===== src/rtl/mem_pkg.sv =====
// mem_pkg: shared definitions for the load/store memory access controller.
//   - default word / word-address widths
//   - request size encodings
//   - controller FSM state type
//   - alignment check helper used when MEM_ACCESS_ALIGN_CHK_EN is defined
package mem_pkg;

    localparam int MEM_DATA_W = 32;
    localparam int MEM_ADDR_W = 15;

    localparam logic [1:0] SZ_BYTE = 2'b00;
    localparam logic [1:0] SZ_HALF = 2'b01;
    localparam logic [1:0] SZ_WORD = 2'b10;
    localparam logic [1:0] SZ_RSVD = 2'b11;

    typedef enum logic [2:0] {
        ST_IDLE = 3'd0,
        ST_RD   = 3'd1,
        ST_CAP  = 3'd2,
        ST_WR   = 3'd3,
        ST_RSP  = 3'd4
    } state_t;

    // True when the access size cannot be served at the given byte offset,
    // or when the size encoding is the reserved one.
    function automatic logic is_misaligned(input logic [1:0] size, input logic [1:0] addr_lo);
        logic bad;
        case (size)
            SZ_BYTE: bad = 1'b0;
            SZ_HALF: bad = addr_lo[0];
            SZ_WORD: bad = (addr_lo != 2'b00);
            default: bad = 1'b1;
        endcase
        return bad;
    endfunction

endpackage


===== src/rtl/mem_lane_align.sv =====
// mem_lane_align: combinational byte-lane steering for 32-bit little-endian words.
//   old_word  in  32 : word read from memory
//   wdata     in  32 : right-justified store data
//   size      in  2  : access size (byte/half/word; reserved treated as word)
//   addr_lo   in  2  : byte offset within the word
//   sext      in  1  : sign-extend sub-word loads
//   new_word  out 32 : old_word with the store lanes replaced
//   load_data out 32 : selected lane(s) of old_word, sign- or zero-extended
module mem_lane_align
    import mem_pkg::*;
(
    input  logic [31:0] old_word,
    input  logic [31:0] wdata,
    input  logic [1:0]  size,
    input  logic [1:0]  addr_lo,
    input  logic        sext,
    output logic [31:0] new_word,
    output logic [31:0] load_data
);

    logic [7:0]  byte_s;
    logic [15:0] half_s;

    // Store merge: replace only the addressed lane(s); a half store uses addr[1] only.
    always_comb begin
        new_word = old_word;
        case (size)
            SZ_BYTE: begin
                case (addr_lo)
                    2'd0:    new_word[7:0]   = wdata[7:0];
                    2'd1:    new_word[15:8]  = wdata[7:0];
                    2'd2:    new_word[23:16] = wdata[7:0];
                    2'd3:    new_word[31:24] = wdata[7:0];
                    default: new_word        = old_word;
                endcase
            end
            SZ_HALF: begin
                if (addr_lo[1]) begin
                    new_word[31:16] = wdata[15:0];
                end else begin
                    new_word[15:0]  = wdata[15:0];
                end
            end
            default: new_word = wdata;
        endcase
    end

    // Load extract: pick the lane, then extend from its top bit when signed.
    always_comb begin
        byte_s    = old_word[7:0];
        half_s    = old_word[15:0];
        load_data = old_word;
        case (addr_lo)
            2'd0:    byte_s = old_word[7:0];
            2'd1:    byte_s = old_word[15:8];
            2'd2:    byte_s = old_word[23:16];
            2'd3:    byte_s = old_word[31:24];
            default: byte_s = old_word[7:0];
        endcase
        if (addr_lo[1]) begin
            half_s = old_word[31:16];
        end else begin
            half_s = old_word[15:0];
        end
        case (size)
            SZ_BYTE: load_data = {{24{sext & byte_s[7]}}, byte_s};
            SZ_HALF: load_data = {{16{sext & half_s[15]}}, half_s};
            default: load_data = old_word;
        endcase
    end

endmodule


===== src/rtl/mem_access_ctrl.sv =====
// mem_access_ctrl: byte-addressed load/store initiator for a single-port word
// memory with a 1-cycle registered read. Sub-word stores use read-modify-write.
// Optional macro: MEM_ACCESS_ALIGN_CHK_EN enables misalignment / reserved-size
// errors; without it low address bits below the access size are ignored and
// size 11 behaves as a word access.
// Ports:
//   clka, rsta_n                         : clock, synchronous active-low reset
//   req_valid/req_ready                  : request handshake
//   req_we, req_size, req_signed,
//   req_addr, req_wdata                  : request fields
//   rsp_valid, rsp_rdata, rsp_err        : one-cycle response pulse
//   mem_we, mem_addr, mem_din, mem_dout  : memory port (wea/addra/dina/douta)
module mem_access_ctrl
    import mem_pkg::*;
#(
    parameter int DATA = MEM_DATA_W,
    parameter int ADDR = MEM_ADDR_W
) (
    input  logic            clka,
    input  logic            rsta_n,
    input  logic            req_valid,
    output logic            req_ready,
    input  logic            req_we,
    input  logic [1:0]      req_size,
    input  logic            req_signed,
    input  logic [ADDR+1:0] req_addr,
    input  logic [DATA-1:0] req_wdata,
    output logic            rsp_valid,
    output logic [DATA-1:0] rsp_rdata,
    output logic            rsp_err,
    output logic            mem_we,
    output logic [ADDR-1:0] mem_addr,
    output logic [DATA-1:0] mem_din,
    input  logic [DATA-1:0] mem_dout
);

    state_t          state_r;
    logic            req_ready_r;
    logic            rsp_valid_r;
    logic            rsp_err_r;
    logic [DATA-1:0] rsp_rdata_r;
    logic            mem_we_r;
    logic [ADDR-1:0] mem_addr_r;
    logic [DATA-1:0] mem_din_r;

    // Latched request fields (word address lives in mem_addr_r)
    logic            we_r;
    logic [1:0]      size_r;
    logic            sext_r;
    logic [1:0]      addr_lo_r;
    logic [DATA-1:0] wdata_r;

    logic            err_s;
    logic [DATA-1:0] merged_s;
    logic [DATA-1:0] extracted_s;

    assign req_ready = req_ready_r;
    assign rsp_valid = rsp_valid_r;
    assign rsp_err   = rsp_err_r;
    assign rsp_rdata = rsp_rdata_r;
    assign mem_we    = mem_we_r;
    assign mem_addr  = mem_addr_r;
    assign mem_din   = mem_din_r;

    // Request error decode (only meaningful on the accept edge).
    always_comb begin
`ifdef MEM_ACCESS_ALIGN_CHK_EN
        err_s = is_misaligned(req_size, req_addr[1:0]);
`else
        err_s = 1'b0;
`endif
    end

    // Lane steering works directly on douta during CAP so the merged word and
    // extracted load data are captured into the output registers on that edge.
    mem_lane_align u_lane (
        .old_word  (mem_dout),
        .wdata     (wdata_r),
        .size      (size_r),
        .addr_lo   (addr_lo_r),
        .sext      (sext_r),
        .new_word  (merged_s),
        .load_data (extracted_s)
    );

    // Controller FSM with request latch and registered outputs.
    always_ff @(posedge clka) begin
        if (!rsta_n) begin
            state_r     <= ST_IDLE;
            req_ready_r <= 1'b0;
            rsp_valid_r <= 1'b0;
            rsp_err_r   <= 1'b0;
            rsp_rdata_r <= {DATA{1'b0}};
            mem_we_r    <= 1'b0;
            mem_addr_r  <= {ADDR{1'b0}};
            mem_din_r   <= {DATA{1'b0}};
            we_r        <= 1'b0;
            size_r      <= SZ_BYTE;
            sext_r      <= 1'b0;
            addr_lo_r   <= 2'b00;
            wdata_r     <= {DATA{1'b0}};
        end else begin
            case (state_r)
                ST_IDLE: begin
                    if (req_valid && req_ready_r) begin
                        we_r        <= req_we;
                        size_r      <= req_size;
                        sext_r      <= req_signed;
                        addr_lo_r   <= req_addr[1:0];
                        wdata_r     <= req_wdata;
                        req_ready_r <= 1'b0;
                        if (err_s) begin
                            // No memory cycle: mem_addr keeps its previous value.
                            state_r     <= ST_RSP;
                            rsp_valid_r <= 1'b1;
                            rsp_err_r   <= 1'b1;
                            rsp_rdata_r <= {DATA{1'b0}};
                        end else if (req_we && req_size[1]) begin
                            // Full-word store (size 11 only reaches here unchecked).
                            state_r    <= ST_WR;
                            mem_addr_r <= req_addr[ADDR+1:2];
                            mem_we_r   <= 1'b1;
                            mem_din_r  <= req_wdata;
                        end else begin
                            state_r    <= ST_RD;
                            mem_addr_r <= req_addr[ADDR+1:2];
                        end
                    end else begin
                        req_ready_r <= 1'b1;
                    end
                end
                ST_RD: begin
                    state_r <= ST_CAP;
                end
                ST_CAP: begin
                    if (we_r) begin
                        state_r   <= ST_WR;
                        mem_we_r  <= 1'b1;
                        mem_din_r <= merged_s;
                    end else begin
                        state_r     <= ST_RSP;
                        rsp_valid_r <= 1'b1;
                        rsp_err_r   <= 1'b0;
                        rsp_rdata_r <= extracted_s;
                    end
                end
                ST_WR: begin
                    state_r     <= ST_RSP;
                    mem_we_r    <= 1'b0;
                    mem_din_r   <= {DATA{1'b0}};
                    rsp_valid_r <= 1'b1;
                    rsp_err_r   <= 1'b0;
                    rsp_rdata_r <= {DATA{1'b0}};
                end
                ST_RSP: begin
                    state_r     <= ST_IDLE;
                    rsp_valid_r <= 1'b0;
                    rsp_err_r   <= 1'b0;
                    rsp_rdata_r <= {DATA{1'b0}};
                    req_ready_r <= 1'b1;
                end
                default: begin
                    state_r     <= ST_IDLE;
                    req_ready_r <= 1'b0;
                    rsp_valid_r <= 1'b0;
                    rsp_err_r   <= 1'b0;
                    mem_we_r    <= 1'b0;
                    mem_din_r   <= {DATA{1'b0}};
                end
            endcase
        end
    end

endmodule


===== config.mk =====
export PLATFORM = sky130hd
export DESIGN_NAME = mem_access_ctrl
export DESIGN_NICKNAME = d
export VERILOG_FILES = /design/src/rtl/mem_pkg.sv /design/src/rtl/mem_lane_align.sv /design/src/rtl/mem_access_ctrl.sv
export SDC_FILE = /design/constraint.sdc
export NUM_CORES = 1
export LEC_CHECK = 0
export BUFFER_PORTS_ARGS = -buffer_cell sky130_fd_sc_hd__buf_4
export CELL_PAD_IN_SITES_DETAIL_PLACEMENT = 1
export CELL_PAD_IN_SITES_GLOBAL_PLACEMENT = 1
export CORE_MARGIN = 4
export CORE_UTILIZATION = 25
export DETAILED_ROUTE_END_ITERATION = 6
export PLACE_DENSITY_LB_ADDON = 0.15
export SYNTH_ARGS = -nofsm -noshare
export SYNTH_HDL_FRONTEND = slang
export SYNTH_SLANG_ARGS = --single-unit

===== constraint.sdc =====
create_clock -name clka -period 2.2 [get_ports clka]
set_input_delay 0.55 -clock clka [delete_from_list [all_inputs] [get_ports clka]]
set_output_delay 0.55 -clock clka [all_outputs]
set_load 0.01 [all_outputs]

==> results of run 1 <==
-- per-stage QoR --
stage	cells	utilization	hold WS [ns]	setup slack [ns]
finish	1288	0.354	0.354	0.00989
global route	1288	0.354	0.353	-0.167
CTS	1285	0.353	0.333	-0.123
detailed placement	1255	0.328	0.445	-0.250
global placement	1255	0.328	0.438	-0.250
floorplan	779	-	0.439	0.288
-- path summary, 6_finish.rpt --
path                              startpoint      endpoint  slack (ns)  cells past startpoint
worst max register to register    state_r[2]   mem_din[13]        0.01                      5
worst min-delay path            req_wdata[7]    mem_din[7]        0.35                      3
worst max-delay path              state_r[2]   mem_din[13]        0.01                      5
worst min register to register  rsp_rdata[7]  rsp_rdata[7]        0.45                      2
-- area by class of cell --
cell class,count,area share
multi-input combinational,557,0.403
clock inverter,7,0.0153
tap,330,0.0460
inverter,27,0.0113
clock buffer,23,0.0544
timing repair buffer,221,0.195
sequential,123,0.275
-- where the power goes --
part           total (mW)  switching [mW]  internal (mW)
Combinational        1.34           0.746          0.598
Clock                3.04            1.03           2.00
Sequential           2.46           0.113           2.35
-- timing repair --
action / in CTS / in global routing
endpoints found under the setup margin: 49 / 30
buffers inserted: 0 / 3
pin swaps: 0 / 1
gates resized for setup: 1 / 4
-- cells in the mapped netlist, types with 12 or more instances --
cell / count / share of area
mux2_2: 15 / 0.026
a21boi_0: 62 / 0.072
a21oi_1: 26 / 0.020
mux2i_1: 25 / 0.039
a221o_1: 16 / 0.025
dfxtp_1: 123 / 0.38
nand2_1: 183 / 0.11
a32o_1: 17 / 0.026
clkbuf_1: 45 / 0.026
o21ai_0: 50 / 0.039
nor2_1: 16 / 0.0093
inv_1: 27 / 0.016
nand2b_1: 12 / 0.012
buf_2: 15 / 0.012
-- registers in the layout (all words and copies together) (netlist names), 2 cells and up --
signal / flops
mem_din: 32
mem_addr: 15
state_r: 3
addr_lo_r: 2
wdata_r: 32
size_r: 2
rsp_rdata: 32
-- worst max-delay path, stage by stage (launching register included) --
cell	delay, ns
dfxtp_1	0.33
buf_4	0.17
or3b_4	0.41
or2_1	0.42
a2111oi_1	0.62
a221o_1	0.18
-- layer usage --
metal / GRT usage / up-vias / share of wire / routed length (um)
met1: 0.259 / 3113 / 0.46 / 12700
met2: 0.296 / 195 / 0.45 / 12300
met3: 0.0392 / 39 / 0.060 / 1640
met4: 0.0614 / 0 / 0.024 / 643
met5: 0 / - / 0 / 0
li1: - / 3110 / - / -
-- kinds of logic after synthesis --
| family | Yosys count | share of synthesized area |
|---|---|---|
| muxes | 48 | 0.0926 |
| buffers and inverters | 99 | 0.0643 |
| and+or+nand+nor | 267 | 0.190 |
| DFF | 123 | 0.380 |
| AOI/OAI and AO/OA | 241 | 0.273 |
| other | 1 | 0.000579 |
==> impl_results.md, run 1 <==
* Cts bufs inserted at 17
* Startpoint Class: flip-flop
* Final Wtd Congestion at 0.816
* Worst setup path class: reg2reg
* Synth async-reset ratio at 0
* Commonest non-fill, non-tap cells in the layout: buf_4, nand2_1, dfxtp_1, a21boi_0, o21ai_0
* Drt drc at 0
* 1st-pass router iterations at 4
* Total power at between 6 and 7 mW
* PortBufs at 169
* Die width at 169 um
* DRT Wirelength at 27300 um
* Highest clock rate at 457 MHz
* Top_reg_cell synth: dfxtp_1
* CTS sink cnt at 123
* FP Rows at 58
* Area of the multi-input gates at approximately 0.0036 mm^2
* Hold Buf Count CTS at 0
* Largest net degree at the start of global routing at 54
* Final Max Tran Viols at 0
* Initial antenna violation count at 0
* Via count at 6457
* Clock Tree Root: clkbuf_16
* Slew headroom at 0.254
* GRT Overall Usage at 0.188
* Yosys warnings at 0
* Area after DPL at 0.00830 mm^2
* # diodes at 0
* Post-Syn Instances at 779
* Finish-stage setup viols at 0
* Power Dens Cells at 763 mW/mm^2
* Seq/Total Area, Yosys at 0.380
* Status: finished clean
* Drt wl/cell at 21.2 um
* Die area at 0.0285 mm^2
* Dpl hpwl at 20100 um
* Post-synth net total at 867
* Register bit total from synthesis at about 120
* Core ar. at between 0.02 and 0.03 mm^2
* Synthesis-to-finish area growth at 38.5%
* Post-synth EDFFs at 0
* Layout cells sized above 1 at 0.309
* CP arrival at roughly 2.6 ns
* Antenna viol nets, final at 0
* Vias per inst at 5.01
* Initial Util at 0.256
* Vias in the first global route at 6725
* Total congestion overflow at 0
* Num ports at 171
* Average size of a mapped cell at roughly 8.3 um^2
* Final Cell Area at 0.00897 mm^2
* Final Critical Period at 2.19 ns
* Leak pwr at 3.62 nW
* RSZ-0062 raised after global routing: yes
* DIE HEIGHT at 169 um
* Final Hold Viols at 0
* Worst slew pin tran at 1.12 ns
* Global-route wire length before repair at 41700 um
* Max Cap Viol at 0
* Worst-case clock buffer depth at 2
* CTS tree: yes
* Drt initial violations at 406
* Nature of the critical path endpoint: flip-flop
* Min-delay worst type: in2reg
* Final period util at 0.996
* Setup_tns at 0 ns
* Final Net Count at 1035
* Mapped Area at 0.00647 mm^2
* Required time worst endpoint at 2.56 ns
* CTS HTree Levels at 4
* Commonest non-fill, non-tap cell in the layout: buf_4
* Register area at 0.00246 mm^2
* # fillers at 3022
* Worst VDD drop at 402 uV
* Clk_lat worst skew at 0.41 ns
* Clk slew on worst S/H paths at approximately 0.060 ns
* Worst-path fanout max at 11
* Worst Clk Skew at 0.00730 ns
* Cell variety after synth at 50
No activity file was read; power rests on OpenSTA's default activity.
==> run 2: changes to the inputs <==
--- a/config.mk
+++ b/config.mk
@@ -6,10 +6,8 @@
 export NUM_CORES = 1
 export LEC_CHECK = 0
 export BUFFER_PORTS_ARGS = -buffer_cell sky130_fd_sc_hd__buf_4
-export CELL_PAD_IN_SITES_DETAIL_PLACEMENT = 1
-export CELL_PAD_IN_SITES_GLOBAL_PLACEMENT = 1
 export CORE_MARGIN = 4
-export CORE_UTILIZATION = 25
+export CORE_UTILIZATION = 53
 export DETAILED_ROUTE_END_ITERATION = 6
 export PLACE_DENSITY_LB_ADDON = 0.15
 export SYNTH_ARGS = -nofsm -noshare
==> impl_results.md, run 2 (synthesis gave the netlist of run 1 again) <==
* Worst setup path class: reg2reg (unchanged)
* Hold depth at 3 (unchanged)
* Max incr delay on CP at 0.66 ns (was 0.62 ns)
* CP arrival at 2.37 ns (was 2.55 ns)
* Synthesis-to-finish area growth at 30.7% (was 38.5%)
* Die area at 0.0140 mm^2 (was 0.0285 mm^2)
* CTS tree: yes (unchanged)
* Min-delay worst type: in2reg (unchanged)
* GRT Overall Usage at 0.300 (was 0.188)
* Global-route wire length before repair at 33600 um (was 41700 um)
* Worst-path fanout max at 16 (was 11)
* Worst-case clock buffer depth at 2 (unchanged)
* Drt drc at 0 (unchanged)
* Final Cell Area at 0.00846 mm^2 (was 0.00897 mm^2)
* Vias per inst at 6.09 (was 5.01)
* Gate power share at 0.191 (was 0.197)
* Cts bufs inserted at 17 (unchanged)
* Post-place setup slack at -0.00794 ns (was -0.250 ns)
* Power Dens Cells at 747 mW/mm^2 (was 763 mW/mm^2)
* Worst slew pin tran at 1.13 ns (was 1.12 ns)
* Crit path cell chain: nand2_1 -> a32o_1 -> and2_1 -> buf_4 -> a32o_1 (was buf_4 -> or3b_4 -> or2_1 -> a2111oi_1 -> a221o_1)
* Highest clock rate at 485 MHz (was 457 MHz)
* Reg power frac at 0.391 (was 0.359)
* Initial antenna violation count at 0 (unchanged)
* Final core utilization at 0.707 (was 0.354)
* Hold WS at 0.347 ns (was 0.354 ns)
* Worst path most repeated cell: a32o_1
* Finish-stage setup viols at 0 (unchanged)
* DRT Wirelength at 21400 um (was 27300 um)
* Total power at 6.32 mW (was 6.84 mW)
* Initial Util at 0.541 (was 0.256)
* CP endpoint: mem_din[19] (was mem_din[13])
* Drt initial violations at 587 (was 406)
* Buffer and inverter count on the worst path at 1 (unchanged)
* Nature of the critical path endpoint: flip-flop (unchanged)
* Net Sw Frac at 0.278 (was 0.277)
* Worst Clk Skew at 0.00809 ns (was 0.00730 ns)
* CP Launch Point: state_r[1] (was state_r[2])
* Layout cells sized above 1 at 0.293 (was 0.309)
* R2R depth at 5 (unchanged)
* Leak pwr at 3.46 nW (was 3.62 nW)
* Startpoint Class: flip-flop (unchanged)
* Crit Reg-Reg Startpoint: state_r[1] (was state_r[2])
* # diodes at 0 (unchanged)
* Die width at 119 um (was 169 um)
* Final Net Count at 1015 (was 1035)
* # fillers at 1007 (was 3022)
* Area of the multi-input gates at 0.00361 mm^2 (was 0.00362 mm^2)
* Final worst setup slack at 0.139 ns (was 0.00989 ns)
* Clk slew on worst S/H paths at 0.05 ns (was 0.06 ns)
* Final Critical Period at 2.06 ns (was 2.19 ns)
* Area after DPL at 0.00787 mm^2 (was 0.00830 mm^2)
* Cell family with most CP delay: flip-flops (was simple AND/OR/NAND/NOR gates)
* Clk pwr share at 0.418 (was 0.444)
* Core ar. at 0.0120 mm^2 (was 0.0253 mm^2)
* Largest net degree at the start of global routing at 60 (was 54)
* Final Hold Viols at 0 (unchanged)
* Final period util at 0.937 (was 0.996)
* Commonest non-fill, non-tap cells in the layout: buf_4, nand2_1, dfxtp_1, a21boi_0, o21ai_0 (unchanged)
* Clock Tree Root: clkbuf_16 (unchanged)
* Clk_lat worst skew at 0.42 ns (was 0.41 ns)
* Status: finished clean (unchanged)
* Register area at 0.00246 mm^2 (unchanged)
* DIE HEIGHT at 119 um (was 169 um)
* Antenna viol nets, final at 0 (unchanged)
* Via count at 6613 (was 6457)
* 1st-pass router iterations at 5 (was 4)
* CTS HTree Levels at 4 (unchanged)
* Drt wl/cell at 19.7 um (was 21.2 um)
* Slowest cell on crit path: dfxtp_1 (was a2111oi_1)
* Slew headroom at 0.248 (was 0.254)
* Dpl hpwl at 15600 um (was 20100 um)
* PortBufs at 169 (unchanged)
* Num ports at 171 (unchanged)
* Max Cap Viol at 0 (unchanged)
* RSZ-0062 raised after global routing: no (was yes)
* Int Pwr at 4.56 mW (was 4.95 mW)
* Total congestion overflow at 0 (unchanged)
* Worst VDD drop at 600 uV (was 402 uV)
* FP Rows at 40 (was 58)
* Worst reg-to-reg setup slack at 0.14 ns (was 0.01 ns)
* Net Sw Power at 1.76 mW (was 1.89 mW)
* Final Wtd Congestion at 0.935 (was 0.816)
* Commonest non-fill, non-tap cell in the layout: buf_4 (unchanged)
* Required time worst endpoint at 2.51 ns (was 2.56 ns)
* Vias in the first global route at 6342 (was 6725)
* CTS sink cnt at 123 (unchanged)
* Stages on worst setup path at 5 (unchanged)
* Final Max Tran Viols at 0 (unchanged)
* Reg2reg end: mem_din[19] (was mem_din[13])
run 2: metrics by stage:
| step | cells | TNS, ns |
|---|---|---|
| 6_report | 1085 | 0 |
| 5_1_grt | 1085 | 0 |
| 4_1_cts | 1084 | 0 |
| 3_5_place_dp | 1054 | -0.0126 |
| 3_3_place_gp | 1054 | 0 |
| 2_1_floorplan | 779 | 0 |
run 2: worst min path at each step:
stage,start,end,slack (ns)
floorplan,wdata_r[16],wdata_r[16],0.44
global route,req_wdata[7],mem_din[7],0.34
finish,req_wdata[2],mem_din[2],0.35
CTS,req_wdata[2],mem_din[2],0.34
detailed placement,rsp_rdata[0],rsp_rdata[0],0.44
global placement,rsp_rdata[1],rsp_rdata[1],0.44
run 2: area by class of cell:
| type | instances | share of cell area |
|---|---|---|
| Multi-Input combinational cell | 557 | 0.427 |
| Clock buffer | 23 | 0.0589 |
| Clock inverter | 7 | 0.00769 |
| Inverter | 27 | 0.0120 |
| Tap cell | 147 | 0.0217 |
| Sequential cell | 123 | 0.291 |
| Timing Repair Buffer | 201 | 0.182 |
run 2: tightest hold or removal path: cells and delay by family:
family                 cells  cell delay [ns]
buffers and inverters      1             0.09
AO/OA/AOI/OAI              1             0.05
AND/OR/NAND/NOR            1             0.04
run 2: power groups by stage:
stage          combinational (mW)  clock (mW)  sequential, mW
2_1_floorplan               0.682           0            2.48
3_3_place_gp                 1.15           0            2.50
3_5_place_dp                 1.18           0            2.51
4_1_cts                      1.19        2.66            2.46
5_1_grt                      1.31        2.78            2.48
6_report                     1.21        2.64            2.47
run 2: metal layers:
metal / vias up / wire [um] / global-route usage
met2: 341 / 10200 / 0.470
met1: 3133 / 8550 / 0.385
met4: 0 / 752 / 0.134
met5: - / 0 / 0
li1: 3076 / - / -
met3: 63 / 1880 / 0.0852
run 2: what timing repair did:
item	CTS	global route
endpoints found under the hold margin	0	0
setup buffers	0	1
hold buffers	0	0
endpoints found under the setup margin	0	70
resized for setup	0	2
